### config.mk
export PLATFORM = sky130hd
export DESIGN_NAME = control_conditioner
export DESIGN_NICKNAME = d
export VERILOG_FILES = /design/src/rtl/control_conditioner.sv
export SDC_FILE = /design/constraint.sdc
export NUM_CORES = 1
export LEC_CHECK = 0
export BUFFER_PORTS_ARGS = -buffer_cell sky130_fd_sc_hd__buf_4
export CELL_PAD_IN_SITES_DETAIL_PLACEMENT = 2
export CELL_PAD_IN_SITES_GLOBAL_PLACEMENT = 2
export CORE_AREA = 2 2 187 189
export DETAILED_ROUTE_END_ITERATION = 10
export DIE_AREA = 0 0 189 191
export PLACE_DENSITY_LB_ADDON = 0.25
export SLEW_MARGIN = 25
export SYNTH_ARGS = -nofsm -noshare
export SYNTH_HDL_FRONTEND = slang
export SYNTH_SLANG_ARGS = --single-unit
### constraint.sdc
create_clock -name clk -period 2.6 [get_ports clk]
set_input_delay 0.26 -clock clk [delete_from_list [all_inputs] [get_ports clk]]
set_output_delay 0.26 -clock clk [all_outputs]
set_load 0.01 [all_outputs]
### src/rtl/control_conditioner.sv
// Synchronises, debounces and maps the board keys and switches onto the two player control words.
// Optional macro FIRE_AUTOREPEAT_EN adds a periodic repeat of the fire pulse while a fire key is held.
module control_conditioner #(
    parameter int DEBOUNCE_CYCLES = 500000,
    parameter int REPEAT_CYCLES   = 10000000
) (
    input  logic       clk,
    input  logic       rst_n,
    input  logic [3:0] key_raw,
    input  logic [9:0] sw_raw,
    output logic [7:0] player1_controls,
    output logic [7:0] player2_controls,
    output logic       game_rst,
    output logic [3:0] key_pressed
);

    localparam int N_IN = 14;
    localparam int CW   = $clog2(DEBOUNCE_CYCLES);
    localparam logic [CW-1:0]   CNT_MAX = CW'(DEBOUNCE_CYCLES - 1);
    // Keys idle high (released), switches idle low.
    localparam logic [N_IN-1:0] RST_VAL = {10'b00_0000_0000, 4'b1111};

    logic [N_IN-1:0] raw_s;
    logic [N_IN-1:0] sync1_r;
    logic [N_IN-1:0] sync2_r;
    logic [N_IN-1:0] stable_r;
    logic [N_IN-1:0] stable_nxt_s;
    logic [CW-1:0]   cnt_r     [N_IN];
    logic [CW-1:0]   cnt_nxt_s [N_IN];
    logic [1:0]      stable_d_r;
    logic [3:0]      pressed_s;
    logic [1:0]      rise_s;
    logic [1:0]      fire_s;
    logic            sw8_unused_s;
    logic [7:0]      p1_r;
    logic [7:0]      p2_r;
    logic            game_rst_r;
    logic [3:0]      key_pressed_r;

    assign raw_s = {sw_raw, key_raw};

    // Two-flop synchroniser for every raw input.
    always_ff @(posedge clk or negedge rst_n) begin
        if (!rst_n) begin
            sync1_r <= RST_VAL;
            sync2_r <= RST_VAL;
        end else begin
            sync1_r <= raw_s;
            sync2_r <= sync1_r;
        end
    end

    // Per-input debounce decision: accept only after a full run of disagreeing cycles.
    always_comb begin
        stable_nxt_s = stable_r;
        for (int i = 0; i < N_IN; i++) begin
            cnt_nxt_s[i] = '0;
            if (sync2_r[i] == stable_r[i]) begin
                cnt_nxt_s[i] = '0;
            end else if (cnt_r[i] == CNT_MAX) begin
                stable_nxt_s[i] = sync2_r[i];
                cnt_nxt_s[i]    = '0;
            end else begin
                cnt_nxt_s[i] = cnt_r[i] + CW'(1);
            end
        end
    end

    // Debounce state registers, plus the previous fire-key levels for edge detection.
    always_ff @(posedge clk or negedge rst_n) begin
        if (!rst_n) begin
            stable_r   <= RST_VAL;
            stable_d_r <= 2'b11;
            for (int i = 0; i < N_IN; i++) begin
                cnt_r[i] <= '0;
            end
        end else begin
            stable_r   <= stable_nxt_s;
            stable_d_r <= {stable_r[2], stable_r[0]};
            for (int i = 0; i < N_IN; i++) begin
                cnt_r[i] <= cnt_nxt_s[i];
            end
        end
    end

    assign pressed_s    = ~stable_r[3:0];
    assign rise_s       = {pressed_s[2] & stable_d_r[1], pressed_s[0] & stable_d_r[0]};
    assign sw8_unused_s = stable_r[12];

`ifdef FIRE_AUTOREPEAT_EN
    localparam int RW = $clog2(REPEAT_CYCLES);
    localparam logic [RW-1:0] REP_MAX = RW'(REPEAT_CYCLES - 1);

    logic [RW-1:0] rep_cnt_r [2];
    logic [RW-1:0] rep_nxt_s [2];
    logic [1:0]    rep_pulse_s;
    logic [1:0]    held_s;

    assign held_s = {pressed_s[2], pressed_s[0]};

    // Repeat timer restarts on the initial pulse and fires every REPEAT_CYCLES while held.
    always_comb begin
        rep_pulse_s = 2'b00;
        for (int p = 0; p < 2; p++) begin
            rep_nxt_s[p] = '0;
            if (!held_s[p]) begin
                rep_nxt_s[p] = '0;
            end else if (rise_s[p]) begin
                rep_nxt_s[p] = '0;
            end else if (rep_cnt_r[p] == REP_MAX) begin
                rep_nxt_s[p]   = '0;
                rep_pulse_s[p] = 1'b1;
            end else begin
                rep_nxt_s[p] = rep_cnt_r[p] + RW'(1);
            end
        end
    end

    // Per-player repeat counters.
    always_ff @(posedge clk or negedge rst_n) begin
        if (!rst_n) begin
            rep_cnt_r[0] <= '0;
            rep_cnt_r[1] <= '0;
        end else begin
            rep_cnt_r[0] <= rep_nxt_s[0];
            rep_cnt_r[1] <= rep_nxt_s[1];
        end
    end

    assign fire_s = rise_s | rep_pulse_s;
`else
    localparam int repeat_cycles_unused = REPEAT_CYCLES;

    assign fire_s = rise_s;
`endif

    // Registered output mapping.
    always_ff @(posedge clk or negedge rst_n) begin
        if (!rst_n) begin
            p1_r          <= 8'h00;
            p2_r          <= 8'h00;
            game_rst_r    <= 1'b0;
            key_pressed_r <= 4'h0;
        end else begin
            p1_r          <= {fire_s[0], pressed_s[1], 2'b00, stable_r[7:4]};
            p2_r          <= {fire_s[1], pressed_s[3], 2'b00, stable_r[11:8]};
            game_rst_r    <= stable_r[13];
            key_pressed_r <= pressed_s;
        end
    end

    assign player1_controls = p1_r;
    assign player2_controls = p2_r;
    assign game_rst         = game_rst_r;
    assign key_pressed      = key_pressed_r;

endmodule

Yosys cells after proc, flatten, opt, wreduce, memory -nomap -nowiden
Cells that the tools add are included.
{"block": "word_totals", "reg_bits": 307, "input_bits": 16, "out_inout_bits": 21, "word_cells": 127}
{"block": "classes", "addsub": 13, "eq_ne": 26, "n_mux": 26, "bitwise": 16, "reduce_logical": 13}
{"op": "2-to-1 mux 19 bit", "n": 26}
{"op": "adder 19 x 1 -> 19 bit, second input constant", "n": 13}
{"op": "equality test 19 bit, second input constant", "n": 13}
{"op": "AND reduction 2 bit", "n": 13}
{"op": "equality test 1 bit", "n": 13}
{"op": "inverter 1 bit", "n": 13}
{"op": "inverter 4 bit", "n": 1}
{"op": "bitwise AND 1 bit", "n": 2}

Longest topological paths before layout
Gate-level depths: netlist of the first run.
{"block": "depth", "depth_word": 3, "ltp_mapped": 7, "ltp_nobuf": 5}

Worst setup path after synthesis of the first run
Ideal clock, no wire load.
{"block": "synth_timing", "path_type": "reg-to-reg", "startpoint": "register cnt_r[107] (netlist name)", "endpoint": "register stable_r[8]", "setup_time_ns": 0.128, "arrival_time_ns": 1.867, "required_ns": 2.472, "path_slack_ns": 0.606, "path_stages_with_launch": 5, "period_less_slack_ns": 1.994, "cell_sequence": "dfrtp_1 -> or4_1 -> or4_4 -> nor2_1 -> mux2_1"}
{"block": "synth_via", "elab_chain_cells": 2}
{"item": "from (decl)", "line": "28", "text": "logic [CW-1:0] cnt_r [N_IN];"}
{"item": "from (signal, indexed assignment)", "line": "81", "text": "cnt_r[i] <= cnt_nxt_s[i];"}
{"item": "equality test 19 bit", "line": "60", "text": "end else if (cnt_r[i] == CNT_MAX) begin"}
{"item": "AND reduction 2 bit (no line)"}
{"item": "to (signal assigned)", "line": "78", "text": "stable_r <= stable_nxt_s;"}
{"item": "to (decl)", "line": "26", "text": "logic [N_IN-1:0] stable_r;"}
No other way between the ends.
A chain may end at the register's enable or synchronous reset.

==> results.yml, run 1 <==
floorplanning:
  start_util: 0.414
  core_area_um2: 34100
  die_h_um: 191
  die_w_um: 189
  ios: 37
  num_rows: 68
  dieArea_um2: 36100
clock_network:
  cts_buffer_depth: 3
  path_clk_slew_ns: 0.06
  postCtsHoldBufs: 14
  clock-sinks: 303
  htree_num_levels: 2
  clock_tree.root_cell: "clkbuf_16"
  clkLatencyLatePin_ns: 0.53
  cts_buffers: 38
  tritoncts: "done"
  cts_resized: 0
  post-cts-setup-buffers: 0
layout:
  n_fill_cell: 3481
  final_nets: 1470
  drive_gt1_frac: 0.111
  area_delta_synth_final_pct: 15.9
  fin_area_um2: 16400
  antenna-diode-count: 0
  final_util: 0.480
place:
  placed_area_um2: 15000
  gp_congestion: 0.729
  numPortBuffers: 31
  hpwl_mm: 22.4
synthesis:
  syn_area_per_cell_um2: 10.3
  ys_types: 51
  synth_seq_area_share: 0.538
  synthCells: 1367
  synth_warnings: 0
  ys_ff_latch: 303
  synth_area_um2: 14100
status:
  status: "finished clean"
grt:
  grtUsageMet1: 0.250
  gr-usage-met2: 0.354
  grt-ovfl-total: 0
  grt_max_degree: 67
  grtUsageMet3: 0.0275
  grt_pass1_vias: 11862
  grt-busiest-layer: "met2"
  antenna_found_initial: 0
  grt_usage: 0.198
  grt_pass1_wl_mm: 59.8
worst_setup_path:
  reg2regPathDepth: 4
  critical_path_class: "reg2reg"
  cp-start-kind: "flop"
  cp_max_fo: 18
  regToRegEndpoint: "cnt_r[63]"
  critPathArrivalTime_ns: 2.66
  r2r-start: "cnt_r[69]"
  r2r_slack_ns: 0.33
  crit_required_ns: 2.99
  end_kind: "flop"
sta:
  finClkSkew_ns: 0.0171
  holdWs_ns: 0.214
  rsz0062_at_grt: "false"
  hold_viol: 0
  max_freq_mhz: 441
  post-route-min-period_ns: 2.27
  setup_tns_ns: 0
  fin_crit_sh: 0.873
  slew_headroom: 0.523
  slew_viol_final: 0
  setup_viol: 0
  worst_pin_slew_ns: 0.709
detailed_routing:
  ant_nets: 0
  drt_iter0_drc: 331
  viasPerCell: 5.51
  num_vias: 10612
  wl_per_cell_um: 17.8
  drc: 0
  routed_wl_mm: 34.3
  firstDrtPassIters: 4
power:
  power_uw: 10500
  power.leakage_uw: 0.00664
  power_density_nw_per_um2: 643
  vdd_drop_max_mv: 0.471
worst_hold_path:
  hp-class: "in2async"
flow_run:
  max_cap_violations: 0
kinds of logic (layout without fill, tap and decap cells):
logic type,count (synthesis),after routing,synth area share
AOI/OAI and AO/OA,144,144,0.0624
other,1,4,0.000265
and+or+nand+nor,642,642,0.246
DFF,303,303,0.538
buffers and inverters,83,183,0.0270
adders and majority gates,13,13,0.0115
muxes,13,13,0.0104
xor gates and xnor gates,168,168,0.104
synth_stat cells (all sizes together):
master | number | area, µm²
or4 | 48 | 383
o31ai | 30 | 244
nor2 | 197 | 739
or2 | 2 | 12.5
o21ai | 46 | 287
dfstp | 14 | 368
nand2 | 80 | 300
or4b | 7 | 70.1
o41ai | 1 | 8.76
nor4 | 29 | 181
a21oi | 66 | 334
nand2b | 2 | 12.5
nor3 | 20 | 100
xor2 | 83 | 727
dfrtp | 289 | 7230
and3 | 13 | 81.3
nand4 | 60 | 394
or4bb | 1 | 11.3
nand3b | 4 | 30.0
nor4bb | 5 | 50.1
inv | 46 | 173
conb | 1 | 3.75
ha | 13 | 163
clkbuf | 15 | 56.3
or3 | 44 | 275
nand3 | 82 | 453
xnor2 | 85 | 744
and2 | 14 | 87.6
nor2b | 2 | 12.5
mux2 | 13 | 146
nor4b | 4 | 35.0
or3b | 3 | 26.3
a31o | 1 | 8.76
and4 | 24 | 211
nand4bb | 1 | 11.3
buf | 22 | 153
sequential cells by signal (all words and copies together), names as in the netlist:
register          cells
sync1_r              13
key_pressed           3
sync2_r              13
stable_d_r            2
stable_r             13
player2_controls      6
game_rst              1
player1_controls      5
cnt_r               247
worst max-delay path by stage:
stage	slack, ns	cells after the start	to	start
3_5_place_dp	0.33	4	cnt_r[49]	cnt_r[43]
4_1_cts	0.31	4	cnt_r[65]	cnt_r[69]
2_1_floorplan	0.61	4	stable_r[8]	cnt_r[107]
6_report	0.33	4	cnt_r[63]	cnt_r[69]
3_3_place_gp	0.40	4	cnt_r[67]	cnt_r[69]
5_1_grt	0.21	4	cnt_r[49]	cnt_r[43]
critical path: stages (launching register included):
cell and delay [ns]:
dfrtp_1 0.43, or4_1 0.56, or4_4 0.57, o21ai_4 0.45, nor2_1 0.12
power by group:
group	leakage, µW	internal [µW]	total [µW]	switching [µW]
clock	0.000622	3260	5300	2040
sequential	0.00409	4790	4870	73.1
combinational	0.00193	119	355	237
cell type report:
class	instances	area, µm²	area share
Inverter	46	173	0.0106
Multi-Input combinational cell	984	6160	0.376
Clock buffer	57	1110	0.0680
Tap cell	455	569	0.0348
Clock inverter	12	139	0.00849
Timing Repair Buffer	68	616	0.0376
Sequential cell	303	7600	0.464
layout by cell type, fill, tap and decap left out, drive strengths merged, types with 20 or more instances in the layout:
| cell | synthesis | layout |
|---|---|---|
| and4 | 24 | 24 |
| o31ai | 30 | 30 |
| or3 | 44 | 44 |
| or4 | 48 | 48 |
| nand3 | 82 | 82 |
| a21oi | 66 | 66 |
| o21ai | 46 | 46 |
| clkbuf | 15 | 57 |
| xnor2 | 85 | 85 |
| nand4 | 60 | 60 |
| buf | 22 | 54 |
| dfrtp | 289 | 289 |
| nor4 | 29 | 29 |
| nor3 | 20 | 20 |
| xor2 | 83 | 83 |
| nor2 | 197 | 197 |
| nand2 | 80 | 80 |
| inv | 46 | 47 |
stage by stage:
step           setup slack [ns]  instances
2_1_floorplan             0.606       1370
3_3_place_gp              0.402       1842
3_5_place_dp              0.327       1842
4_1_cts                   0.311       1925
5_1_grt                   0.207       1925
6_report                  0.331       1925
per-layer routing:
layer / wire length, µm / share of wire
met5: 0 / 0
met2: 17600 / 0.51
met3: 815 / 0.024
met4: 755 / 0.022
met1: 15200 / 0.44
No activity file was read; power rests on OpenSTA's default activity.
==> run 2, diff against run 1 <==
CORE_AREA = 2 2 153 230   (was 2 2 187 189)
DIE_AREA = 0 0 155 232   (was 0 0 189 191)
==> results.yml, run 2 (synthesized netlist as in run 1, its figures left out) <==
worst_setup_path:
  crit_required_ns: 2.98
  path_cells: "or4_1 > or4_4 > o21ai_4 > nor2_1"
  regToRegEndpoint: "cnt_r[59]"
  worstSetupEndpoint: "cnt_r[59]"
  slowest_stage: "or4_4"
  critical_path_class: "reg2reg"
  r2r-start: "cnt_r[69]"
  cp-start-kind: "flop"
  cp_max_fo: 18
  r2r_slack_ns: 0.37
  end_kind: "flop"
  slowest_delay_ns: 0.55
  reg2regPathDepth: 4
  critPathArrivalTime_ns: 2.61
  startpoint: "cnt_r[69]"
floorplanning:
  num_rows: 83
  core_area_um2: 34000
  die_w_um: 155
  start_util: 0.416
  ios: 37
  die_h_um: 232
  dieArea_um2: 36000
power:
  vdd_drop_max_mv: 0.535
  power_density_nw_per_um2: 621
  power.leakage_uw: 0.00654
layout:
  antenna-diode-count: 0
  final_nets: 1460
  drive_gt1_frac: 0.103
  final_util: 0.475
  layout.cells.most_common: "dfrtp_1"
  largest_reg_flops: 247
  largest_register: "cnt_r"
  area_delta_synth_final_pct: 14.2
  final_cell_mix: "dfrtp_1, nor2_1, xnor2_1"
detailed_routing:
  drc: 0
  viasPerCell: 5.60
  ant_nets: 0
  num_vias: 10537
  drt_iter0_drc: 337
  firstDrtPassIters: 4
  wl_per_cell_um: 18.0
  routed_wl_mm: 33.9
grt:
  grt_pass1_wl_mm: 59.5
  grt-ovfl-total: 0
  antenna_found_initial: 0
  grt_usage: 0.199
  grt_max_degree: 67
  grt_pass1_vias: 12025
place:
  gp_congestion: 0.740
  hpwl_mm: 22.7
  numPortBuffers: 31
sta:
  max_freq_mhz: 448
  slew_viol_final: 0
  fin_crit_sh: 0.859
  setup_tns_ns: 0
  worst_pin_slew_ns: 0.607
  rsz0062_at_grt: "false"
  hold_viol: 0
  finClkSkew_ns: 0.0139
  slew_headroom: 0.591
  setup_viol: 0
  post-route-min-period_ns: 2.23
clock_network:
  clock-sinks: 303
  postCtsHoldBufs: 14
  path_clk_slew_ns: 0.06
  clkLatencyLatePin_ns: 0.52
  cts_buffer_depth: 3
  post-cts-setup-buffers: 0
  cts_buffers: 35
  cts_resized: 0
  htree_num_levels: 2
  clock_tree.root_cell: "clkbuf_16"
  tritoncts: "done"
worst_hold_path:
  hp-class: "in2async"
status:
  status: "finished clean"
flow_run:
  max_cap_violations: 0
[run 2: cell types whose count changed in the layout (fill, tap and decap cells not counted)]
cell,previous run,this run
clkbuf_8,7,5
buf_12,5,4
clkbuf_1,11,10
clkbuf_16,39,37
bufinv_16,3,1
buf_4,48,42
clkinv_4,0,1
clkinv_2,8,7
[run 2: worst max-delay path: cells and delay by family, from the launching register on]
kind | cells | cell delay [ns]
AO/OA/AOI/OAI | 1 | 0.44
AND/OR/NAND/NOR | 3 | 1.20
flip-flops | 1 | 0.44
[run 2: cell type report]
| class | instances | area (µm²) |
|---|---|---|
| fill | 3473 | 17800 |
| sequential | 303 | 7600 |
| multi-input combinational | 984 | 6160 |
| clock buffer | 52 | 1030 |
| timing repair buffer | 61 | 551 |
| tap | 425 | 532 |
| inverter | 46 | 173 |
| clock inverter | 10 | 82.6 |
[run 2: worst min-delay path by stage]
| stage | startpoint | end | slack (ns) | cells after the start |
|---|---|---|---|---|
| 2_1_floorplan | rst_n | cnt_r[0] | -0.04 | 0 |
| 3_3_place_gp | rst_n | cnt_r[186] | 0.26 | 1 |
| 3_5_place_dp | rst_n | cnt_r[186] | 0.27 | 1 |
| 4_1_cts | rst_n | cnt_r[186] | 0.30 | 2 |
| 5_1_grt | rst_n | cnt_r[186] | 0.32 | 2 |
| 6_report | rst_n | cnt_r[186] | 0.29 | 2 |
[run 2: where the power goes]
part | total [µW] | switching [µW] | internal [µW] | leakage [µW]
registers | 4860 | 69.8 | 4790 | 0.00409
clock network | 4810 | 1960 | 2850 | 0.000554
logic | 343 | 233 | 110 | 0.00189
total | 10000 | 2260 | 7750 | 0.00654
[run 2: layer usage]
layer | routed length (µm) | track usage
met2 | 19100 | 0.386
met5 | 0 | 0
met1 | 13400 | 0.225
met3 | 725 | 0.0256
met4 | 700 | 0.0544
[run 2: metrics by stage]
| step | std cells | setup WS (ns) | hold slack (ns) | cell area [µm²] | power, µW |
|---|---|---|---|---|---|
| after floorplan | 1370 | 0.606 | -0.0356 | 14100 | 5080 |
| after global placement | 1805 | 0.395 | 0.263 | 14900 | 5260 |
| after detailed placement | 1805 | 0.352 | 0.265 | 14900 | 5280 |
| after CTS | 1881 | 0.339 | 0.297 | 16100 | 10200 |
| after global routing | 1881 | 0.234 | 0.320 | 16100 | 10400 |
| final | 1881 | 0.366 | 0.287 | 16100 | 10000 |
